### config.mk
export PLATFORM = sky130hd
export DESIGN_NAME = core_seq
export DESIGN_NICKNAME = d
export VERILOG_FILES = /design/src/rtl/npc_ctrl_pkg.sv /design/src/rtl/core_seq_timer.sv /design/src/rtl/core_seq.sv
export SDC_FILE = /design/constraint.sdc
export NUM_CORES = 1
export LEC_CHECK = 0
export ABC_AREA = 0
export CORE_MARGIN = 4
export CORE_UTILIZATION = 38
export CTS_BUF_LIST = sky130_fd_sc_hd__clkbuf_4 sky130_fd_sc_hd__clkbuf_8
export DETAILED_ROUTE_END_ITERATION = 6
export DONT_BUFFER_PORTS = 1
export PLACE_DENSITY = 0.52
export SYNTH_ARGS = -nofsm -noshare
export SYNTH_HDL_FRONTEND = slang
export SYNTH_SLANG_ARGS = --single-unit
### constraint.sdc
create_clock -name clk -period 2.3 [get_ports clk]
set_input_delay 0.46 -clock clk [delete_from_list [all_inputs] [get_ports clk]]
set_output_delay 0.46 -clock clk [all_outputs]
set_load 0.1 [all_outputs]
### src/rtl/npc_ctrl_pkg.sv
// Shared definitions for the core_seq instruction sequencer: FSM states,
// RV32 major opcodes, trap cause codes and the EBREAK encoding.
package npc_ctrl_pkg;

    typedef enum logic [2:0] {
        ST_IDLE,
        ST_FETCH,
        ST_DECODE,
        ST_EXEC,
        ST_WB,
        ST_HALT,
        ST_TRAP
    } state_e;

    localparam logic [6:0] OP_OP     = 7'b0110011;
    localparam logic [6:0] OP_IMM    = 7'b0010011;
    localparam logic [6:0] OP_LOAD   = 7'b0000011;
    localparam logic [6:0] OP_JALR   = 7'b1100111;
    localparam logic [6:0] OP_STORE  = 7'b0100011;
    localparam logic [6:0] OP_BRANCH = 7'b1100011;
    localparam logic [6:0] OP_LUI    = 7'b0110111;
    localparam logic [6:0] OP_AUIPC  = 7'b0010111;
    localparam logic [6:0] OP_JAL    = 7'b1101111;
    localparam logic [6:0] OP_SYSTEM = 7'b1110011;

    localparam logic [1:0] CAUSE_NONE      = 2'b00;
    localparam logic [1:0] CAUSE_ILLEGAL   = 2'b01;
    localparam logic [1:0] CAUSE_FETCH_TMO = 2'b10;

    localparam logic [31:0] EBREAK_INST = 32'h00100073;

    function automatic logic opcode_legal(input logic [6:0] op);
        case (op)
            OP_OP, OP_IMM, OP_LOAD, OP_JALR, OP_STORE,
            OP_BRANCH, OP_LUI, OP_AUIPC, OP_JAL, OP_SYSTEM: return 1'b1;
            default: return 1'b0;
        endcase
    endfunction

    // Stores, branches and SYSTEM never write back; x0 writes are dropped.
    function automatic logic writes_rd(input logic [6:0] op, input logic [4:0] rd);
        logic wr;
        case (op)
            OP_OP, OP_IMM, OP_LOAD, OP_JALR, OP_LUI, OP_AUIPC, OP_JAL: wr = 1'b1;
            default: wr = 1'b0;
        endcase
        return wr && (rd != 5'd0);
    endfunction

endpackage

### src/rtl/core_seq_timer.sv
// Fetch watchdog: counts enabled cycles from zero and flags the last
// permitted cycle; clear has priority and also serves as reset.
module core_seq_timer #(
    parameter int LIMIT = 256
) (
    input  logic clk,
    input  logic clear,
    input  logic enable,
    output logic expired
);

    localparam logic [15:0] LAST = 16'(LIMIT - 1);

    logic [15:0] cnt_q, cnt_d;

    always_comb begin
        cnt_d = cnt_q;
        if (clear) begin
            cnt_d = '0;
        end else if (enable && (cnt_q != LAST)) begin
            cnt_d = cnt_q + 16'd1;
        end
    end

    always_ff @(posedge clk) begin
        cnt_q <= cnt_d;
    end

    assign expired = enable && (cnt_q == LAST);

endmodule

### src/rtl/core_seq.sv
// Multi-cycle instruction sequencer: IDLE, FETCH, DECODE, EXEC, WB, HALT, TRAP.
// Optional retire counter port enabled by defining CORE_SEQ_RETIRE_CNT_EN.
module core_seq
    import npc_ctrl_pkg::*;
#(
    parameter int          FETCH_TIMEOUT = 256,
    parameter logic [31:0] RESET_INST    = 32'h00000013
) (
    input  logic        clk,
    input  logic        global_rst,
    input  logic [31:0] pc_in,
    output logic        imem_req,
    output logic [31:0] imem_addr,
    input  logic        imem_ack,
    input  logic [31:0] imem_rdata,
    output logic [31:0] inst,
    output logic        ex_start,
    input  logic        ex_busy,
    output logic        reg_we,
    output logic        pc_we,
    output logic        halt,
    output logic        trap,
    output logic [1:0]  trap_cause
`ifdef CORE_SEQ_RETIRE_CNT_EN
    ,
    output logic [63:0] retire_cnt
`endif
);

    state_e      state_q, state_d;
    logic [31:0] addr_q, addr_d;
    logic [31:0] inst_q, inst_d;
    logic [1:0]  cause_q, cause_d;
    logic        ex_start_q, ex_start_d;
    logic        tmr_clear, tmr_enable, tmr_expired;

    assign tmr_enable = (state_q == ST_FETCH);
    assign tmr_clear  = global_rst || (state_q != ST_FETCH);

    core_seq_timer #(.LIMIT(FETCH_TIMEOUT)) u_timer (
        .clk     (clk),
        .clear   (tmr_clear),
        .enable  (tmr_enable),
        .expired (tmr_expired)
    );

    always_comb begin
        state_d = state_q;
        addr_d  = addr_q;
        inst_d  = inst_q;
        cause_d = cause_q;
        case (state_q)
            ST_IDLE:   state_d = ST_FETCH;
            ST_FETCH: begin
                // A late ack beats the timeout in the same cycle.
                if (imem_ack) begin
                    inst_d  = imem_rdata;
                    state_d = ST_DECODE;
                end else if (tmr_expired) begin
                    cause_d = CAUSE_FETCH_TMO;
                    state_d = ST_TRAP;
                end
            end
            ST_DECODE: begin
                if (inst_q == EBREAK_INST) begin
                    state_d = ST_HALT;
                end else if (opcode_legal(inst_q[6:0])) begin
                    state_d = ST_EXEC;
                end else begin
                    cause_d = CAUSE_ILLEGAL;
                    state_d = ST_TRAP;
                end
            end
            ST_EXEC:   if (!ex_busy) state_d = ST_WB;
            ST_WB:     state_d = ST_FETCH;
            ST_HALT:   state_d = ST_HALT;
            ST_TRAP:   state_d = ST_TRAP;
            default:   state_d = ST_IDLE;
        endcase
        if ((state_d == ST_FETCH) && (state_q != ST_FETCH)) begin
            addr_d = pc_in;
        end
        ex_start_d = (state_d == ST_EXEC) && (state_q != ST_EXEC);
    end

    always_ff @(posedge clk) begin
        if (global_rst) begin
            state_q    <= ST_IDLE;
            addr_q     <= '0;
            inst_q     <= RESET_INST;
            cause_q    <= CAUSE_NONE;
            ex_start_q <= 1'b0;
        end else begin
            state_q    <= state_d;
            addr_q     <= addr_d;
            inst_q     <= inst_d;
            cause_q    <= cause_d;
            ex_start_q <= ex_start_d;
        end
    end

    // Every output is a register or a pure decode of registered state.
    assign imem_req   = (state_q == ST_FETCH);
    assign imem_addr  = addr_q;
    assign inst       = inst_q;
    assign ex_start   = ex_start_q;
    assign pc_we      = (state_q == ST_WB);
    assign reg_we     = pc_we && writes_rd(inst_q[6:0], inst_q[11:7]);
    assign halt       = (state_q == ST_HALT);
    assign trap       = (state_q == ST_TRAP);
    assign trap_cause = trap ? cause_q : CAUSE_NONE;

`ifdef CORE_SEQ_RETIRE_CNT_EN
    logic [63:0] retire_q, retire_d;

    assign retire_d = (state_q == ST_WB) ? retire_q + 64'd1 : retire_q;

    always_ff @(posedge clk) begin
        if (global_rst) begin
            retire_q <= '0;
        end else begin
            retire_q <= retire_d;
        end
    end

    assign retire_cnt = retire_q;
`endif

endmodule

# Yosys cells after proc, flatten, opt, wreduce, memory -nomap -nowiden
# Cells that the tools add are included.
dict set report classes {
  n_addsub 1
  mul 0
  div 0
  magnitude_cmp 0
  n_eq_ne 27
  shift 0
  mux 16
  bitwise 0
  reduce_logical 15
}
# operator n
set ops {}
lappend ops {{$eq A32 B21 Y1 const B} 1}
lappend ops {{$eq A7 B7 Y1 const B} 4}
lappend ops {{$eq A7 B6 Y1 const B} 3}
lappend ops {{$pmux W3 S6} 1}
lappend ops {{$add A16 B1 Y16 const B} 1}
lappend ops {{$eq A16 B8 Y1 const B} 1}
lappend ops {{$ne A16 B8 Y1 const B} 1}
lappend ops {{$mux W3} 5}
lappend ops {{$eq A7 B5 Y1 const B} 2}
lappend ops {{$mux W2} 5}
lappend ops {{$reduce_or A10 Y1} 1}
lappend ops {{$eq A3 B2 Y1 const B} 3}
lappend ops {{$eq A3 B3 Y1 const B} 3}
lappend ops {{$ne A2 B2 Y1 const B} 4}
lappend ops {{$eq A7 B2 Y1 const B} 1}
lappend ops {{$reduce_or A7 Y1} 1}
lappend ops {{$eq A3 B1 Y1 const B} 2}
lappend ops {{$logic_and A1 B1 Y1} 6}
lappend ops {{$reduce_and A5 Y1} 1}
lappend ops {{$reduce_bool A5 Y1} 1}
lappend ops {{$mux W1} 4}
lappend ops {{$pmux W2 S2} 1}
lappend ops {{$logic_not A3 Y1} 1}
lappend ops {{$ne A3 B1 Y1 const B} 1}
lappend ops {{other kinds (5)} 5}
dict set report totals {
  ff_bits 86
  latch_bits 0
  ram_bits 0
  rom_bits 0
  inputBits 68
  output_inout_bits 72
  wordCells 65
  memories 0
}

# Longest topological paths before layout
dict set report depth {
  word_depth 10
  depth_mapped 7
  mapped_depth_nobuf 6
}

# Hierarchy
# From an unflattened synthesis, not the netlist that was laid out.
dict set report hier_totals {
  hier_cells 445
  area_unflattened_um2 3601.0
}
# mod n_inst cells_each area_per_inst_um2
set by_module_without_submodules {}
lappend by_module_without_submodules {core_seq 1 352 2772.7}
lappend by_module_without_submodules {core_seq_timer 1 93 828.3}

# Worst setup path after synthesis
# Ideal clock, no wire load.
dict set report synth_path {
  path_kind {reg-to-output}
  from {register inst_q[6], in the netlist inst[6]}
  to {output reg_we}
  arrival_time_ns 6.047
  required_time_ns 1.840
  path_slack_ns -4.207
  stages_incl_launch_ff 3
  n_path_buf 0
  cell_sequence {dfxtp_1 -> nand4b_1 -> a2111oi_0}
}
dict set report synth_between {
  elab_chain_cells 5
}
# element line
set synth_rtl {}
lappend synth_rtl {{from (decl)} core_seq.sv:32} ;# logic [31:0] inst_q, inst_d;
lappend synth_rtl {{from (signal assigned)} core_seq.sv:96} ;# inst_q <= inst_d;
lappend synth_rtl {{$eq A7 B6 Y1, or another cell as far along} npc_ctrl_pkg.sv:43} ;# case (op)
lappend synth_rtl {{$reduce_or A7 Y1 (*)} npc_ctrl_pkg.sv:43}
lappend synth_rtl {{$mux W1 (*)} npc_ctrl_pkg.sv:43}
lappend synth_rtl {{$logic_and A1 B1 Y1 (*)} npc_ctrl_pkg.sv:47} ;# return wr && (rd != 5'd0);
lappend synth_rtl {{$logic_and A1 B1 Y1 (*)} core_seq.sv:108} ;# assign reg_we = pc_we && writes_rd(inst_q[6:0], inst_q[11:7]);
lappend synth_rtl {{to (decl)} core_seq.sv:19} ;# output logic reg_we,
# Every way passes the cells marked *; elsewhere a longest branch is shown, timed or not.

# Worst setup path in the final report
# Ends and elaborated chain as after synthesis.

==> impl_metrics.env <==
export IMPL_outcome="finished, final reports clean"
export IMPL_insertion_delay_ns=0.36
export IMPL_synth_area_leaders="dfxtp_1, nand2_1, a21oi_1"
export IMPL_drv_slew=0
export IMPL_grt_max_degree=73
export IMPL_vdd_drop_max_mv=0.397
export IMPL_dpl_instance_area_sq_mm=0.00411
export IMPL_drv_cap=0
export IMPL_path_class="reg -> out"
export IMPL_rsz0062_at_grt="true"
export IMPL_diodes=0
export IMPL_post_route_util_pct=49.5
export IMPL_crit_family="flip-flops"
export IMPL_stdcell_count=603
export IMPL_critPathLaunchType="flop"
export IMPL_seq_area_frac_synth_pct=49.7
export IMPL_ant_nets=0
export IMPL_fin_crit_ns=2.24
export IMPL_async_flop_share_pct=0
export IMPL_overflow=0
export IMPL_synthFlopType="dfxtp_1"
export IMPL_synthToLayoutAreaGrowth_pct=25.9
export IMPL_syn_num_nets=502
export IMPL_min_path_cells=1
export IMPL_nets=559
export IMPL_hold_viol=0
export IMPL_drive_above_1_share_pct=24.0
export IMPL_gp_congestion=0.742
export IMPL_holdWs_ns=0.163
export IMPL_slew_headroom_pct=56.8
export IMPL_dp_hpwl_mm=6.31
export IMPL_cp_slowest_cell="dfxtp_4"
export IMPL_synth_warnings=0
export IMPL_h_tree_depth=3
export IMPL_fin_crit_sh_pct=97.3
export IMPL_fmax_mhz=447
export IMPL_leakagePower_nw=1.68
export IMPL_synthDominantCellAreaShare_pct=49.7
export IMPL_fp_coreArea_sq_mm=0.00881
export IMPL_setup_worst_path_end_class="primary output"
export IMPL_worst_pin_slew_ns=0.648
export IMPL_dieArea_sq_mm=0.0107
export IMPL_cts_hold_fix_buffers=0
export IMPL_synth_most_common_cell="nand2_1"
export IMPL_rr_worst_depth=5
export IMPL_synth_largest_area_cell="dfxtp_1"
export IMPL_viasPerCell=5.08
export IMPL_clk_path_buf_depth=2
export IMPL_cp_num_buf_inv=1
export IMPL_r2r_setup_slack_ns=0.24
export IMPL_clock_sinks=86
export IMPL_wl_per_cell_um=15.1
export IMPL_required_ns=1.84
export IMPL_setup_tns_ns=0
export IMPL_cts_buffers=9
export IMPL_placedCellCount=583
export IMPL_clk_pin_slew_ns=0.10
export IMPL_worstSetupPathDepth=3
export IMPL_drc=0
export IMPL_critPathArrivalTime_ns=1.78
export IMPL_grt_total_usage_pct=17.2
export IMPL_skew_ns=0.0105
export IMPL_pre_cts_slack_ns=0.231
export IMPL_die_y_um=103
export IMPL_power_density_mw_per_mm2=931
export IMPL_num_rows=34
export IMPL_synth_cell_area_sq_mm=0.00346
export IMPL_routed_wl_mm=9.10
export IMPL_die_w_um=103
export IMPL_crit_path_cell_trace="nand4b_1 -> a2111oi_4 -> buf_12"
export IMPL_power_total_mw=4.06
export IMPL_worstReg2RegEnd="ex_start"
export IMPL_setup_violations=0
export IMPL_io_pins=140
export IMPL_synth_common_cells="nand2_1, dfxtp_1, a21oi_1"
export IMPL_min_to="imem_addr[2]"
export IMPL_setup_ws_ns=0.0631
export IMPL_stdcell_area_sq_mm=0.00436
export IMPL_cts_tree="yes"
export IMPL_ys_seq_elements=86
export IMPL_drt_iter0_drc=108
export IMPL_timing_rr_start="inst[22]"
export IMPL_grt_antenna_before_repair=0
export IMPL_netlist_instances=433
export IMPL_avgSynthCellArea_sq_um=7.99
export IMPL_dr_pass1_iters=4
export IMPL_grt_pass1_wl_mm=14.3
export IMPL_grt_pass1_vias=2824
export IMPL_hp_start="global_rst"
export IMPL_io_buffers=0
export IMPL_slowest_delay_ns=0.58
export IMPL_path_max_fanout=7
export IMPL_initial_core_util_pct=39.3
export IMPL_vias=3061
export IMPL_synthDistinctLibCells=48
export IMPL_clock_root_buffer="clkbuf_8"
export IMPL_synth_edf_count=0
export IMPL_hold_path_class="in -> reg"
## worst max-delay path by stage
stage,start,to
6_report,inst[6],reg_we
5_1_grt,inst[2],reg_we
4_1_cts,inst[4],reg_we
3_5_place_dp,inst[22],ex_start
3_3_place_gp,inst[22],ex_start
2_1_floorplan,inst[6],reg_we
## final cells by class
type	count	area, sq um
fill	854	4450
tap	108	135
clock inverter	5	63.8
multi-input combinational	316	1650
inverter	3	11.3
sequential	86	1770
clock buffer	11	151
timing repair buffer	74	581
## power breakdown
part / internal, mW / switching, mW / leakage (nW) / total, mW
sequential: 1.59 / 0.129 / 0.711 / 1.72
clock: 0.574 / 0.572 / 0.107 / 1.15
combinational: 0.252 / 0.941 / 0.860 / 1.19
total: 2.42 / 1.64 / 1.68 / 4.06
## registers in the layout, summed over array words and instances, names as in the netlist
signal and count:
cause_q 2, ex_start 1, imem_addr 32, inst 32
state_q 3, u_timer.cnt_q 16
## routing by layer
layer	vias up	wire length (um)	global-route usage, %
met5	-	0	0
met2	84	4160	26.2
met3	12	725	5.70
met1	1399	4070	22.7
li1	1566	-	-
met4	0	149	6.87
## cells by family after synthesis
group | after synthesis | synth area share [%]
simple gates | 218 | 29.4
xor+xnor | 13 | 3.29
compound gates | 83 | 13.2
mux | 1 | 0.289
flops | 86 | 49.7
buf+inv | 31 | 3.69
fa+ha+maj | 1 | 0.361
## placed cells by master (no fill, tap or decap), types with 5 or more instances in the layout
cell / instances
nand2b_1: 5
nor4_1: 7
clkbuf_8: 11
dfxtp_1: 72
nor2_1: 20
nand4_1: 5
nor3_1: 8
buf_4: 72
a21oi_1: 68
nand2_1: 136
xnor2_1: 11
dfxtp_4: 12
nand3b_1: 5
## worst reg2reg max path: stages (launching register included)
cell	delay (ns)
dfxtp_1	0.31
or4b_2	0.66
nor4_1	0.36
nand4_1	0.21
a211oi_2	0.33
a2111oi_2	0.07
## what timing repair did
| item | in CTS | in global routing |
|---|---|---|
| pin swaps | 1 | 0 |
| resized for setup | 1 | 2 |
| setup buffers | 1 | 3 |
| endpoints found under the setup margin | 1 | 5 |
| cloned | 0 | 0 |
No activity file was read; power rests on OpenSTA's default activity.
